$ cat src/rtl/me_search_sched.sv
// Frame-level scheduler for the full-search motion-estimation datapath.
// Walks the current blocks in raster order. Each block gets FILL_CYC SAD-pipeline fill cycles
// and then a 32-cycle search window. Each block's best vector and SAD are captured into a
// single-entry valid/ready result register.
module me_search_sched #(
    parameter int unsigned BLK_COLS = 8,
    parameter int unsigned BLK_ROWS = 6,
    parameter int unsigned FILL_CYC = 2
) (
    input  logic        clk,
    input  logic        rst,
    input  logic        start_i,
    output logic        busy_o,
    output logic        done_o,
    output logic        sad_en_o,
    output logic        cmp_pause_o,
    output logic [7:0]  cur_x_o,
    output logic [7:0]  cur_y_o,
    output logic [3:0]  cand_col_o,
    input  logic        cmp_finish_i,
    input  logic [3:0]  cmp_mv_x_i,
    input  logic [3:0]  cmp_mv_y_i,
    input  logic [13:0] cmp_sad_i,
    output logic        res_valid_o,
    input  logic        res_ready_i,
    output logic [7:0]  res_x_o,
    output logic [7:0]  res_y_o,
    output logic [3:0]  res_mv_x_o,
    output logic [3:0]  res_mv_y_o,
    output logic [13:0] res_sad_o,
    output logic        err_sync_o
);

    localparam logic [7:0] LastX    = 8'(BLK_COLS - 1);
    localparam logic [7:0] LastY    = 8'(BLK_ROWS - 1);
    localparam logic [3:0] LastFill = 4'(FILL_CYC - 1);

    typedef enum logic [1:0] {StIdle, StFill, StRun, StDrain} state_e;

    state_e      state_q, state_d;
    logic [3:0]  fill_q, fill_d;
    logic [4:0]  cnt_q, cnt_d;
    logic [7:0]  cur_x_q, cur_x_d;
    logic [7:0]  cur_y_q, cur_y_d;
    logic        err_q, err_d;
    logic        done_q, done_d;

    logic        res_valid_q;
    logic [7:0]  res_x_q, res_y_q;
    logic [3:0]  res_mv_x_q, res_mv_y_q;
    logic [13:0] res_sad_q;

    logic slot_free, last_blk, win_end;

    // Result slot is free now or is being emptied by the consumer this cycle.
    assign slot_free = !res_valid_q || res_ready_i;
    assign last_blk  = (cur_x_q == LastX) && (cur_y_q == LastY);
    assign win_end   = (state_q == StRun) && (cnt_q == 5'd31);

    // State and control counter registers.
    always_ff @(posedge clk or negedge rst) begin
        if (!rst) begin
            state_q <= StIdle;
            fill_q  <= 4'd0;
            cnt_q   <= 5'd0;
            cur_x_q <= 8'd0;
            cur_y_q <= 8'd0;
            err_q   <= 1'b0;
            done_q  <= 1'b0;
        end else begin
            state_q <= state_d;
            fill_q  <= fill_d;
            cnt_q   <= cnt_d;
            cur_x_q <= cur_x_d;
            cur_y_q <= cur_y_d;
            err_q   <= err_d;
            done_q  <= done_d;
        end
    end

    // Next-state logic and per-state enables for the SAD array and comparator.
    always_comb begin
        state_d     = state_q;
        fill_d      = fill_q;
        cnt_d       = cnt_q;
        cur_x_d     = cur_x_q;
        cur_y_d     = cur_y_q;
        err_d       = err_q;
        done_d      = 1'b0;
        sad_en_o    = 1'b0;
        cmp_pause_o = 1'b1;
        unique case (state_q)
            StIdle: begin
                // A start coinciding with the done pulse belongs to the finished frame.
                if (start_i && !done_q) begin
                    state_d = StFill;
                    fill_d  = 4'd0;
                    cnt_d   = 5'd0;
                    cur_x_d = 8'd0;
                    cur_y_d = 8'd0;
                    err_d   = 1'b0;
                end
            end
            StFill: begin
                sad_en_o = 1'b1;
                if (fill_q == LastFill) begin
                    // Hold here until the next capture cannot overwrite an unread result.
                    if (slot_free) begin
                        state_d = StRun;
                        cnt_d   = 5'd0;
                    end
                end else begin
                    fill_d = fill_q + 4'd1;
                end
            end
            StRun: begin
                sad_en_o    = 1'b1;
                cmp_pause_o = 1'b0;
                cnt_d       = cnt_q + 5'd1;
                if (cnt_q == 5'd31) begin
                    if (!cmp_finish_i) begin
                        err_d = 1'b1;
                    end
                    if (last_blk) begin
                        state_d = StDrain;
                    end else begin
                        state_d = StFill;
                        fill_d  = 4'd0;
                        if (cur_x_q == LastX) begin
                            cur_x_d = 8'd0;
                            cur_y_d = cur_y_q + 8'd1;
                        end else begin
                            cur_x_d = cur_x_q + 8'd1;
                        end
                    end
                end
            end
            StDrain: begin
                if (slot_free) begin
                    state_d = StIdle;
                    done_d  = 1'b1;
                end
            end
            default: state_d = StIdle;
        endcase
    end

    // Result register: capture at window end, release on handshake.
    always_ff @(posedge clk or negedge rst) begin
        if (!rst) begin
            res_valid_q <= 1'b0;
            res_x_q     <= 8'd0;
            res_y_q     <= 8'd0;
            res_mv_x_q  <= 4'd0;
            res_mv_y_q  <= 4'd0;
            res_sad_q   <= 14'd0;
        end else if (win_end) begin
            res_valid_q <= 1'b1;
            res_x_q     <= cur_x_q;
            res_y_q     <= cur_y_q;
            if (cmp_finish_i) begin
                res_mv_x_q <= cmp_mv_x_i;
                res_mv_y_q <= cmp_mv_y_i;
                res_sad_q  <= cmp_sad_i;
            end else begin
                // Comparator lost sync: report a worst-case SAD with a zero vector.
                res_mv_x_q <= 4'd0;
                res_mv_y_q <= 4'd0;
                res_sad_q  <= 14'h3FFF;
            end
        end else if (res_valid_q && res_ready_i) begin
            res_valid_q <= 1'b0;
        end
    end

    assign busy_o      = (state_q != StIdle);
    assign done_o      = done_q;
    assign cur_x_o     = cur_x_q;
    assign cur_y_o     = cur_y_q;
    // Each candidate column is held for two cycles: -8,-8,-7,-7,...,+7,+7.
    assign cand_col_o  = (state_q == StRun) ? (cnt_q[4:1] - 4'd8) : 4'd0;
    assign res_valid_o = res_valid_q;
    assign res_x_o     = res_x_q;
    assign res_y_o     = res_y_q;
    assign res_mv_x_o  = res_mv_x_q;
    assign res_mv_y_o  = res_mv_y_q;
    assign res_sad_o   = res_sad_q;
    assign err_sync_o  = err_q;

endmodule

$ cat config.mk
export PLATFORM = sky130hd
export DESIGN_NAME = me_search_sched
export DESIGN_NICKNAME = d
export VERILOG_FILES = /design/src/rtl/me_search_sched.sv
export SDC_FILE = /design/constraint.sdc
export NUM_CORES = 1
export LEC_CHECK = 0
export CAP_MARGIN = 20
export CORE_MARGIN = 2
export CORE_UTILIZATION = 50
export CTS_BUF_LIST = sky130_fd_sc_hd__clkbuf_4 sky130_fd_sc_hd__clkbuf_8
export DETAILED_ROUTE_END_ITERATION = 7
export DONT_BUFFER_PORTS = 1
export GPL_TIMING_DRIVEN = 1
export SLEW_MARGIN = 30
export SYNTH_ARGS = -nofsm -noshare
export SYNTH_HDL_FRONTEND = slang
export SYNTH_SLANG_ARGS = --single-unit
$ cat constraint.sdc
create_clock -name clk -period 2.5 [get_ports clk]
set_clock_uncertainty 0.05 [all_clocks]
set_input_delay 0.5 -clock clk [delete_from_list [all_inputs] [get_ports clk]]
set_output_delay 0.5 -clock clk [all_outputs]
set_load 0.01 [all_outputs]
# [After elaboration in Yosys (flattened, before gate mapping)]
# Cells that the tools add are included.
[op_classes] n_reduce_logical=19 eq_ne=16 addsub=5 muxes=39
[ops] cell="two-way mux 8 bit" n=7
[ops] cell="case mux 8 bit (2 select lines)" n=2
[ops] cell="two-way mux 4 bit" n=7
[ops] cell="adder 8 x 1 -> 8 bit (second input constant)" n=2
[ops] cell="equality test 8 x 3 -> 1 bit (second input constant)" n=2
[ops] cell="!= test 2 bit (second input constant)" n=8
[ops] cell="two-way mux 5 bit" n=3
[ops] cell="case mux 5 bit (3 select lines)" n=1
[ops] cell="AND reduction 5 bit" n=3
[ops] cell="two-way mux 14 bit" n=1
[ops] cell="two-way mux 2 bit" n=6
[ops] cell="case mux 4 bit (3 select lines)" n=1
[ops] cell="AND reduction 4 bit" n=3
[ops] cell="two-way mux 1 bit" n=9
[ops] cell="case mux 2 bit (4 select lines)" n=1
[ops] cell="nonzero test 2 bit" n=3
[ops] cell="adder 5 x 1 -> 5 bit (second input constant)" n=1
[ops] cell="equality test 5 bit (second input constant)" n=1
[ops] cell="adder 4 x 1 -> 4 bit (second input constant)" n=1
[ops] cell="equality test 2 bit (second input constant)" n=2
[ops] cell="equality test 4 x 1 -> 1 bit (second input constant)" n=1
[ops] cell="logical AND 1 bit" n=4
[ops] cell="subtractor 4 bit (second input constant)" n=1
[ops] cell="nonzero test 3 bit" n=1
[ops] cell="other kinds (7)" n=8
[totals] reg_bits=68 word_cells=92 out_inout_bits=64

# [Longest topological paths before layout]
[logic_depth] depth_word=5 mapped_depth=9

# [Worst setup path after synthesis]
# OpenSTA, ideal clock, no wires.
[synth_timing] path_type="register to register" start="register cur_x_q[5], in the netlist cur_x_o[5]" end="register cur_y_q[0], in the netlist cur_y_o[0]" required_time_ns=2.325 n_path_buf=2 setup_slack_ns=0.159 stages_incl_launch_ff=7 period_less_slack_ns=2.341 arrival_ns=2.166 cell_sequence="dfrtp_1 > or4_4 > o31a_1 > buf_6 > or3_4 > buf_6 > mux2_4"
[synth_via] elab_chain_cells=4
[synth_rtl] item="start: declaration" line="43" text="logic [7:0] cur_x_q, cur_x_d;"
[synth_rtl] item="start signal: assignment" line="74" text="cur_x_q <= cur_x_d;"
[synth_rtl] item="equality test 8 x 3 -> 1 bit (*)" line="57, 129"
[synth_rtl] item="logical AND 1 bit" line="57" text="assign last_blk = (cur_x_q == LastX) && (cur_y_q == LastY);"
[synth_rtl] item="!= test 2 bit (no line)"
[synth_rtl] item="AND reduction 5 bit (no line) (*)"
[synth_rtl] item="end signal: assignment" line="75" text="cur_y_q <= cur_y_d;"
[synth_rtl] item="end: declaration" line="44" text="logic [7:0] cur_y_q, cur_y_d;"
# Mark *: on every way between the ends. The rest lies on a longest branch, timed or not.
# A chain may end at the register's enable or synchronous reset.

# [Worst setup path in the final report]
[layout_timing] start="register state_q[0]" end="output port cand_col_o[3]"
[layout_via] elab_chain_cells=2
[layout_rtl] item="start: declaration" line="40" text="state_e state_q, state_d;"
[layout_rtl] item="start signal: assignment" line="63" text="state_q <= StIdle;"
[layout_rtl] item="start signal: assignment" line="71" text="state_q <= state_d;"
[layout_rtl] item="equality test 2 bit" line="181" text="assign cand_col_o = (state_q == StRun) ? (cnt_q[4:1] - 4'd8) : 4'd0;"
[layout_rtl] item="two-way mux 4 bit" line="181"
[layout_rtl] item="end: declaration" line="19" text="output logic [3:0] cand_col_o,"
# No other way between the ends.

==> results.md <==
* Final core occ at a little under 60%
* Hold slack final at 0.246 ns
* Post-synthesis sequential area ratio at between 50% and 60%
* Final worst-path cycle share at around nine tenths
* Max_slew headroom at ~63%
* Final setup fails at 0
* Root buffer cell: clkbuf_8
* Die area at approximately 7400 um2
* Syn Area/Cell at about 10 um2
* Worst-margin pin slew at roughly 0.55 ns
* Number of vias in the routed layout at 2454
* Post-CTS sizing at 0
* Max Freq at around 440 MHz
* Status: complete, no violations
* Met3 Wirelength at approximately 480 um
* Routed metal-1 wire length at between 3000 and 4000 um
* Unrepaired setup endpoints after global routing: no
* Crit-path max FO at 14
* All-layer global routing usage at between 10% and 20%
* Dpl cell area at roughly 3500 um2
* Post-Route WL at around 7000 um
* Critical-path cell list: inv_1 > ha_1 > buf_4 > inv_1 > buf_4 > nor2_1
* Comb pwr share at between 30% and 40%
* Sw Share at between 30% and 40%
* Syn_nets at 370
* Synthesized flop and latch total at slightly below 70
* PortBufs at 0
* Critical Path AT at around 1.7 ns
* Final setup margin at approximately 0.21 ns
* Row count at 29
* Final hold violation count at 0
* Yosys cell types at 48
* Nets at 381
* Synth Flop Type: dfrtp_1
* Crit path capture type: primary output
* Worst path slowest cell: dfrtp_1
* Min Tclk post-route at between 2 and 2.5 ns
* Critical path required time at 1.95 ns
* Number of synthesized flops with an enable pin at 0
* Internal power at roughly 2.1 mW
* Clock buffer depth at 2
* Ports at 91
* CTS buffer count at 9
* Setup TNS at 0 ns
* Drt drc at 0
* Met2 wire length at about 3200 um
* Clock transition at path regs at 0.07 ns
* Final Cell Area at 3740 um2
* Sink Count at 68
* Layout area overhead at 11.0%
* Pre-CTS setup slack at between 0.3 and 0.4 ns
* Pleak at around 1.8 nW
* Overflow after GRT at 0
* Uppermost layer routed: met4
* Min-delay worst type: input pin to flop
* H-tree Lvls at 3
* Slew Viols, Final at 0
* Core area at ~6400 um2
* Max-Cap Viols at 0
* CTS tree: built
* Initial Util at roughly 52%
* Async S/R FF share, synth at between 90% and 100%
* Worst setup SP type: flop
* DR WL/cell at approximately 17 um
* First-pass GRT wire length at about 11000 um
* Final ANT Viol Nets at 0
* Routability congestion estimate at ~0.80
* DR pass1 iterations at 4
* Die H at around 86 um
* Sw Pwr at about 1.2 mW
* Cell area power density at around 900 nW/um2
* Vias in the first global route at 2333
* Yosys Warn Count at 0
* Register share of total power at a little over two fifths
* Initial antenna violation count at 0
* VDD IR-drop max at roughly 0.4 mV
* Post-Syn Area at approximately 3400 um2
* Mapped Cells at ~330
* Clk_lat worst skew at 0.33 ns
* Antenna diodes at 0
* Layout cell share with drive strength beyond 1 at 16.8%
* Initial DRC count at 107
* Vias per cell at around 5.8
* Largest net degree at the start of global routing at 69
* Crit Path Category: flop to primary output
* Post-DP HPWL at between 4000 and 5000 um
* Critical Path Max Stage Delay at 0.42 ns
* Clock power frac at between 20% and 30%
* Die W at 86.1 um
==> routing by layer <==
metal | vias up | GRT usage [%]
li1 | 1207 | -
met1 | 1172 | 26.2
met2 | 70 | 30.0
met3 | 5 | 7.31
met4 | 0 | 6.06
met5 | - | 0
==> state kept, by name, indices dropped and copies added (netlist names) <==
name	flops
err_sync_o	1
res_mv_x_o	4
fill_q	4
res_y_o	8
cnt_q	5
res_x_o	8
res_valid_o	1
res_mv_y_o	4
cur_x_o	8
res_sad_o	14
cur_y_o	8
done_o	1
state_q	2
==> cells by family after synthesis <==
| group | after synthesis | share of synthesized area (%) |
|---|---|---|
| adders and majority gates | 11 | 4.09 |
| DFF | 68 | 50.5 |
| and+or+nand+nor | 127 | 19.4 |
| muxes | 21 | 7.06 |
| AOI/OAI and AO/OA | 77 | 15.3 |
| buffers and inverters | 28 | 3.57 |
==> worst paths after layout <==
| kind | startpoint | to | slack, ns | cells after the start |
|---|---|---|---|---|
| hold reg to reg | fill_q[3] | fill_q[3] | 0.48 | 1 |
| hold / removal | cmp_finish_i | res_mv_x_o[2] | 0.25 | 2 |
| max in group asynchronous | rst | cur_x_o[0] | 1.42 | 2 |
| min in group asynchronous | rst | cnt_q[0] | 0.68 | 2 |
| setup reg to reg | cnt_q[1] | cur_y_o[0] | 0.35 | 7 |
| setup / recovery | state_q[0] | cand_col_o[3] | 0.21 | 6 |
==> repair_timing <==
action / 4_1_cts / 5_1_grt
setup buffers: 0 / 0
hold buffers: 2 / 0
endpoints found under the hold margin: 68 / 0
==> cells in the mapped netlist (2+ instances only) <==
cell type	n	area share [%]
a21oi_1	2	0.30
a22o_1	6	1.6
a2bb2oi_1	2	0.52
a31oi_1	2	0.37
and2_1	6	1.1
and3_1	4	0.74
buf_6	2	0.67
clkbuf_1	18	2.0
dfrtp_1	68	51
ha_1	11	4.1
inv_1	8	0.89
mux2_2	18	6.0
mux2i_1	2	0.59
nand2_1	49	5.5
nand2b_1	7	1.3
nand3_1	10	1.5
nand3b_1	2	0.45
nand4_1	3	0.56
nor2_1	13	1.4
nor2b_1	15	2.8
nor3_1	4	0.59
nor4b_1	2	0.52
o211ai_1	10	2.2
o21ai_0	31	4.6
o2bb2ai_1	2	0.52
o311ai_1	2	0.52
o31ai_1	10	2.2
or2_2	2	0.37
or4_1	2	0.45
==> metrics by stage <==
step / power (mW) / std cells
6_report: 3.38 / 423
5_1_grt: 3.61 / 423
4_1_cts: 3.42 / 423
3_5_place_dp: 2.57 / 407
3_3_place_gp: 2.55 / 407
2_1_floorplan: 2.24 / 332
==> worst max-delay path, delay by kind of cell (launching register included) <==
kind                     cells  cell delay, ns
AND/OR/NAND/NOR              1            0.20
buffers and inverters        4            0.57
adder cells (fa/ha/maj)      1            0.21
flip-flops                   1            0.42
==> power by group through the flow <==
stage	combinational, mW	clock (mW)	sequential (mW)
5_1_grt	1.30	0.878	1.43
3_3_place_gp	1.13	0	1.42
2_1_floorplan	0.821	0	1.41
3_5_place_dp	1.14	0	1.43
4_1_cts	1.18	0.838	1.41
6_report	1.17	0.805	1.41
==> placed cells by master, fill, tap and decap left out, types with 3 or more instances in the layout <==
master	n
ha_1	11
nor2_1	13
mux2_2	18
and3_1	4
dfrtp_1	68
nand2_1	48
nand4_1	3
and2_1	6
nor3_1	4
nand3_1	10
inv_1	8
buf_4	17
o21ai_0	31
clkbuf_8	12
o31ai_1	10
nor2b_1	15
nand2b_1	7
a22o_1	6
o211ai_1	10
==> final cells by class <==
class | instances | area (um2)
fillers | 573 | 2690
flip-flops and latches | 68 | 1700
multi-input cells | 236 | 1550
repair buffers | 20 | 185
clock buffers | 12 | 165
well taps | 77 | 96.3
inverters | 8 | 30.0
clock inverters | 2 | 10.0
No activity file was read; power rests on OpenSTA's default activity.
